### src/rtl/usart_pkg.sv
// usart_pkg: receiver/transmitter state encoding, character-length codes and oversample default
package usart_pkg;
  localparam int OVERSAMPLE_DEF = 16;
  typedef enum logic [2:0] {IDLE, START, DATA, PARITY, STOP} usart_state_t;
  localparam logic [1:0] CL5 = 2'b00;
  localparam logic [1:0] CL6 = 2'b01;
  localparam logic [1:0] CL7 = 2'b10;
  localparam logic [1:0] CL8 = 2'b11;
  function automatic logic [3:0] data_bits(input logic [1:0] char_len);
    case (char_len)
      CL5: return 4'd5;
      CL6: return 4'd6;
      CL7: return 4'd7;
      CL8: return 4'd8;
      default: return 4'd8;
    endcase
  endfunction
endpackage

### src/rtl/usart_sync2.sv
// usart_sync2: two-flop synchronizer, resets to the idle-high line level
module usart_sync2 (
  input  logic clk,
  input  logic reset,
  input  logic d,
  output logic q
);
  logic m;
  always_ff @(posedge clk or posedge reset)
    if (reset) {q, m} <= 2'b11;
    else {q, m} <= {m, d};
endmodule

### src/rtl/usart_rx.sv
// usart_rx: oversampling asynchronous serial receiver with sticky error flags.
// Parity receive logic is built only when USART_RX_PARITY_EN is defined.
module usart_rx
  import usart_pkg::*;
#(
  parameter int OVERSAMPLE = OVERSAMPLE_DEF
) (
  input  logic       clk,
  input  logic       reset,
  input  logic       rx_clk_en,
  input  logic       rxd,
  input  logic       rx_en,
  input  logic [1:0] char_len,
  input  logic       pen,
  input  logic       ep,
  input  logic       rd_strobe,
  input  logic       err_reset,
  output logic [7:0] rx_data,
  output logic       rx_rdy,
  output logic       pe,
  output logic       fe,
  output logic       oe,
  output logic       busy
);
  localparam int CW = $clog2(OVERSAMPLE);
  usart_state_t state, state_n;
  logic [CW-1:0] cnt;
  logic [7:0] sr;
  logic [2:0] idx;
  logic [1:0] len_q;
  logic rxs, rxs_q, samp, go, last_bit, par_on, load, pe_set;

  usart_sync2 u_sync (.clk(clk), .reset(reset), .d(rxd), .q(rxs));

  // START samples at mid-bit, every later state one full bit period apart
  assign samp = rx_en && rx_clk_en && state != IDLE &&
                cnt == CW'(state == START ? OVERSAMPLE / 2 - 1 : OVERSAMPLE - 1);
  assign go = samp && state == START && !rxs;
  assign last_bit = idx == 3'(data_bits(len_q) - 4'd1);
  assign load = samp && state == STOP;
  assign busy = state != IDLE;

`ifdef USART_RX_PARITY_EN
  logic pen_q, ep_q, pe_pend;
  assign par_on = pen_q;
  assign pe_set = load && pen_q && pe_pend;
  always_ff @(posedge clk or posedge reset)
    if (reset) {pen_q, ep_q, pe_pend} <= '0;
    else if (go) {pen_q, ep_q, pe_pend} <= {pen, ep, 1'b0};
    else if (samp && state == PARITY) pe_pend <= ^sr ^ rxs ^ ~ep_q;
`else
  logic unused_par;
  assign unused_par = pen ^ ep;
  assign par_on = 1'b0;
  assign pe_set = 1'b0;
`endif

  always_comb begin
    state_n = state;
    if (!rx_en) state_n = IDLE;
    else if (state == IDLE) state_n = (rxs_q && !rxs) ? START : IDLE;
    else if (samp)
      case (state)
        START:   state_n = rxs ? IDLE : DATA;
        DATA:    state_n = !last_bit ? DATA : par_on ? PARITY : STOP;
        default: state_n = state == PARITY ? STOP : IDLE;
      endcase
  end

  always_ff @(posedge clk or posedge reset)
    if (reset) begin
      state <= IDLE;
      cnt <= '0;
      rxs_q <= 1'b1;
      sr <= '0;
      idx <= '0;
      len_q <= '0;
      rx_data <= '0;
      rx_rdy <= 1'b0;
      pe <= 1'b0;
      fe <= 1'b0;
      oe <= 1'b0;
    end else begin
      state <= state_n;
      rxs_q <= rxs;
      cnt <= (state == IDLE || samp || !rx_en) ? '0 : cnt + CW'(rx_clk_en);
      if (go) begin
        sr <= '0;
        idx <= '0;
        len_q <= char_len;
      end else if (samp && state == DATA) begin
        sr[idx] <= rxs;
        idx <= idx + 3'd1;
      end
      if (load) rx_data <= sr;
      rx_rdy <= load || (rx_rdy && !rd_strobe);
      pe <= pe_set || (pe && !err_reset);
      fe <= (load && !rxs) || (fe && !err_reset);
      oe <= (load && rx_rdy && !rd_strobe) || (oe && !err_reset);
    end
endmodule

### config.mk
export PLATFORM = sky130hd
export DESIGN_NAME = usart_rx
export DESIGN_NICKNAME = d
export VERILOG_FILES = /design/src/rtl/usart_pkg.sv /design/src/rtl/usart_sync2.sv /design/src/rtl/usart_rx.sv
export SDC_FILE = /design/constraint.sdc
export NUM_CORES = 1
export LEC_CHECK = 0
export CAP_MARGIN = 15
export CORE_MARGIN = 2
export CORE_UTILIZATION = 53
export CTS_BUF_LIST = sky130_fd_sc_hd__clkbuf_16
export CTS_CLUSTER_DIAMETER = 50
export DETAILED_ROUTE_END_ITERATION = 12
export PLACE_DENSITY = 0.78
export SLEW_MARGIN = 15
export SYNTH_ARGS = -nofsm -noshare
export SYNTH_HDL_FRONTEND = slang
export SYNTH_SLANG_ARGS = --single-unit
### constraint.sdc
create_clock -name clk -period 1.9 [get_ports clk]
set_input_delay 0.285 -clock clk [delete_from_list [all_inputs] [get_ports clk]]
set_output_delay 0.285 -clock clk [all_outputs]
set_load 0.1 [all_outputs]
==> flow_metrics.tcl, run 1 <==
set metrics [dict create \
    outcome "finished, violations left" \
    violations "DRC" \
    yosys_warnings 0 \
    final_common_cell "dfrtp_1" \
    cp_cell_sequence "and4bb_2 > nand3_1 > nor4b_1 > mux2i_1" \
    dp_slack_ns -0.0915 \
    cts_made_buffers 5 \
    clkLatencyLatePin_ns 0.28 \
    reg2reg_depth 4 \
    slowest_stage "dfrtp_1" \
    place_congestion 0.878 \
    grt_pass1_wl_microns 5350 \
    max_slew.worst_pin.slew_ns 0.428 \
    vias_per_cell 5.49 \
    final_cell_mix "dfrtp_1 (32), buf_4 (25), nand2_1 (20)" \
    synthToLayoutAreaGrowth_pct 27.6 \
    groute.usage.overall_pct 21.3 \
    io_pins 24 \
    slowest_delay_ns 0.47 \
    synthFlopType "dfrtp_1" \
    n_antenna_cell 0 \
    cts.sinks 35 \
    setup.worst_path.start_class "flip-flop" \
    synth-async-reset-ratio_pct 100 \
    dieArea_sq_um 3470 \
    arrival_ns 1.94 \
    fin_worst_skew_ns 0.00580 \
    use_met3_pct 5.71 \
    post_cts_buffers 0 \
    maxCapViolCount 0 \
    timing.fmax_mhz 573 \
    cts-htree-levels 2 \
    p_leak_nw 0.988 \
    min_path_type "reg -> reg" \
    clock_path_buffers 2 \
    vdd_ir_drop_max_mv 0.585 \
    maxSlewViolCount 0 \
    via_count 1141 \
    placed_cell_area_sq_um 1890 \
    ys_seq_elements 35 \
    yosysSeqAreaShare_pct 55.0 \
    fin_cells 208 \
    grt_pass1_vias 1217 \
    grt_max_degree 36 \
    total_power_mw 1.60 \
    syn_area_sq_um 1600 \
    finish.instance_area_sq_um 2040 \
    route.detailed.wl_per_inst_microns 14.7 \
    avgSynthCellArea_sq_um 11.3 \
    core_sq_um 2810 \
    slew_headroom_pct 71.5 \
    cts_root_buffer "clkbuf_16" \
    postCtsHoldBufs 0 \
    die_x_microns 58.9 \
    drt_iter0_markers 29 \
    synth.distinct_cells 38 \
    power_density_nw_per_um2 785 \
    final_net_count 190 \
    hold_viol_final 0 \
    dp.final_hpwl_microns 2140 \
    path_clk_slew_ns 0.05 \
    wirelength_microns 3060 \
    utilization_pct 72.7 \
    rows 19 \
    syn-num-nets 155 \
    layout_min_cycle_time_ns 1.75 \
    chipHeight_microns 58.9 \
    drc_errors 2 \
    antenna_found_initial 0 \
    rsz0062_at_grt "false" \
    grt_use_met1_pct 24.6 \
    synth_edf_count 0 \
    dp.cells 200 \
    start_util_pct 57.0 \
    setup_ws_ns 0.155 \
    ctsResizeCount 0 \
    use_met2_pct 35.6 \
    critPathMaxFanout 8 \
    tns_ns 0 \
    drive_above_1_share_pct 27.1 \
    port_buffers 21 \
    hold_depth 0 \
    end_kind "flip-flop" \
    ant_nets 0 \
    top_usage_layer "met2" \
    worstPathRequired_ns 2.10 \
    cts_tree "yes" \
    worstSetupPathType "reg -> reg" \
    fin_crit_sh_pct 91.8 \
    overflow 0 \
    drt_first_pass_iters 8 \
    hold_slack_ns 0.358 \
    syn_inst 141 \
    setup_violations 0 \
]
[power by group]
| part | internal, mW | switching [mW] |
|---|---|---|
| clock network | 0.477 | 0.291 |
| logic | 0.0348 | 0.0418 |
| registers | 0.754 | 0.00388 |
| total | 1.27 | 0.336 |
[worst paths after layout]
kind	start	endpoint	slack [ns]
worst min-delay path	u_sync.m	u_sync.q	0.36
worst max register to register	state[1]	sr[4]	0.15
min in group asynchronous	reset	idx[2]	0.40
max in group asynchronous	reset	u_sync.m	1.17
worst max-delay path	state[1]	sr[4]	0.15
worst min register to register	u_sync.m	u_sync.q	0.36
[synth_stat cells (2+ instances only)]
cell / n / share of area (%)
dfrtp_1: 32 / 50
nand2_1: 20 / 4.7
mux2_2: 8 / 5.6
mux2i_1: 8 / 5.0
inv_1: 6 / 1.4
and2_1: 5 / 2.0
xnor2_1: 5 / 2.7
nand3_1: 4 / 1.3
o21ai_0: 4 / 1.3
clkbuf_1: 3 / 0.70
dfstp_2: 3 / 4.9
ha_1: 3 / 2.3
nand4_1: 3 / 1.2
nor2_1: 3 / 0.70
nor4_1: 3 / 1.2
a21boi_0: 2 / 0.94
a21oi_1: 2 / 0.63
buf_2: 2 / 0.63
nand4b_1: 2 / 1.1
nor4b_1: 2 / 1.1
o22ai_1: 2 / 0.78
or3_1: 2 / 0.78
xor2_1: 2 / 1.1
[critical path, delay by kind of cell (launching register included)]
family / cells / cell delay [ns]
simple gates: 3 / 0.95
flops: 1 / 0.47
mux: 1 / 0.24
[registers in the layout, summed over array words and instances, names as in the netlist]
signal    count
cnt           4
pe            1
rx_rdy        1
state         3
len_q         2
fe            1
u_sync.m      1
oe            1
rx_data       8
u_sync.q      1
idx           3
rxs_q         1
sr            8
[final cells by class]
| type | instances | area (sq um) |
|---|---|---|
| Clock buffer | 5 | 125 |
| Clock inverter | 3 | 16.3 |
| Fill cell | 202 | 764 |
| Inverter | 6 | 22.5 |
| Multi-Input combinational cell | 94 | 671 |
| Sequential cell | 35 | 880 |
| Tap cell | 31 | 38.8 |
| Timing Repair Buffer | 34 | 288 |
[logic make-up after synthesis]
family	share of synthesized area, %
multiplexers	10.6
adder cells (fa/ha/maj)	2.35
buffers and inverters	3.44
flip-flops	55.0
XOR/XNOR	3.83
AO/OA/AOI/OAI	4.93
AND/OR/NAND/NOR	19.8
[metal layers]
layer | vias to the layer above | part of all wire [%] | wire length [microns]
li1 | 563 | - | -
met1 | 550 | 43 | 1320
met2 | 22 | 51 | 1570
met3 | 6 | 3.9 | 118
met4 | 0 | 1.6 | 49
met5 | - | 0 | 0
Note: power is estimated with default switching activity, not from simulation.
==> inputs of run 2 (changes only) <==
--- a/config.mk
+++ b/config.mk
@@ -5,7 +5,7 @@
 export SDC_FILE = /design/constraint.sdc
 export NUM_CORES = 1
 export LEC_CHECK = 0
-export CAP_MARGIN = 15
+export CAP_MARGIN = 20
 export CORE_MARGIN = 2
 export CORE_UTILIZATION = 53
 export CTS_BUF_LIST = sky130_fd_sc_hd__clkbuf_16
==> results of run 2 <==
Same layout as run 1: the final DEF is identical, and so are final timing and power.
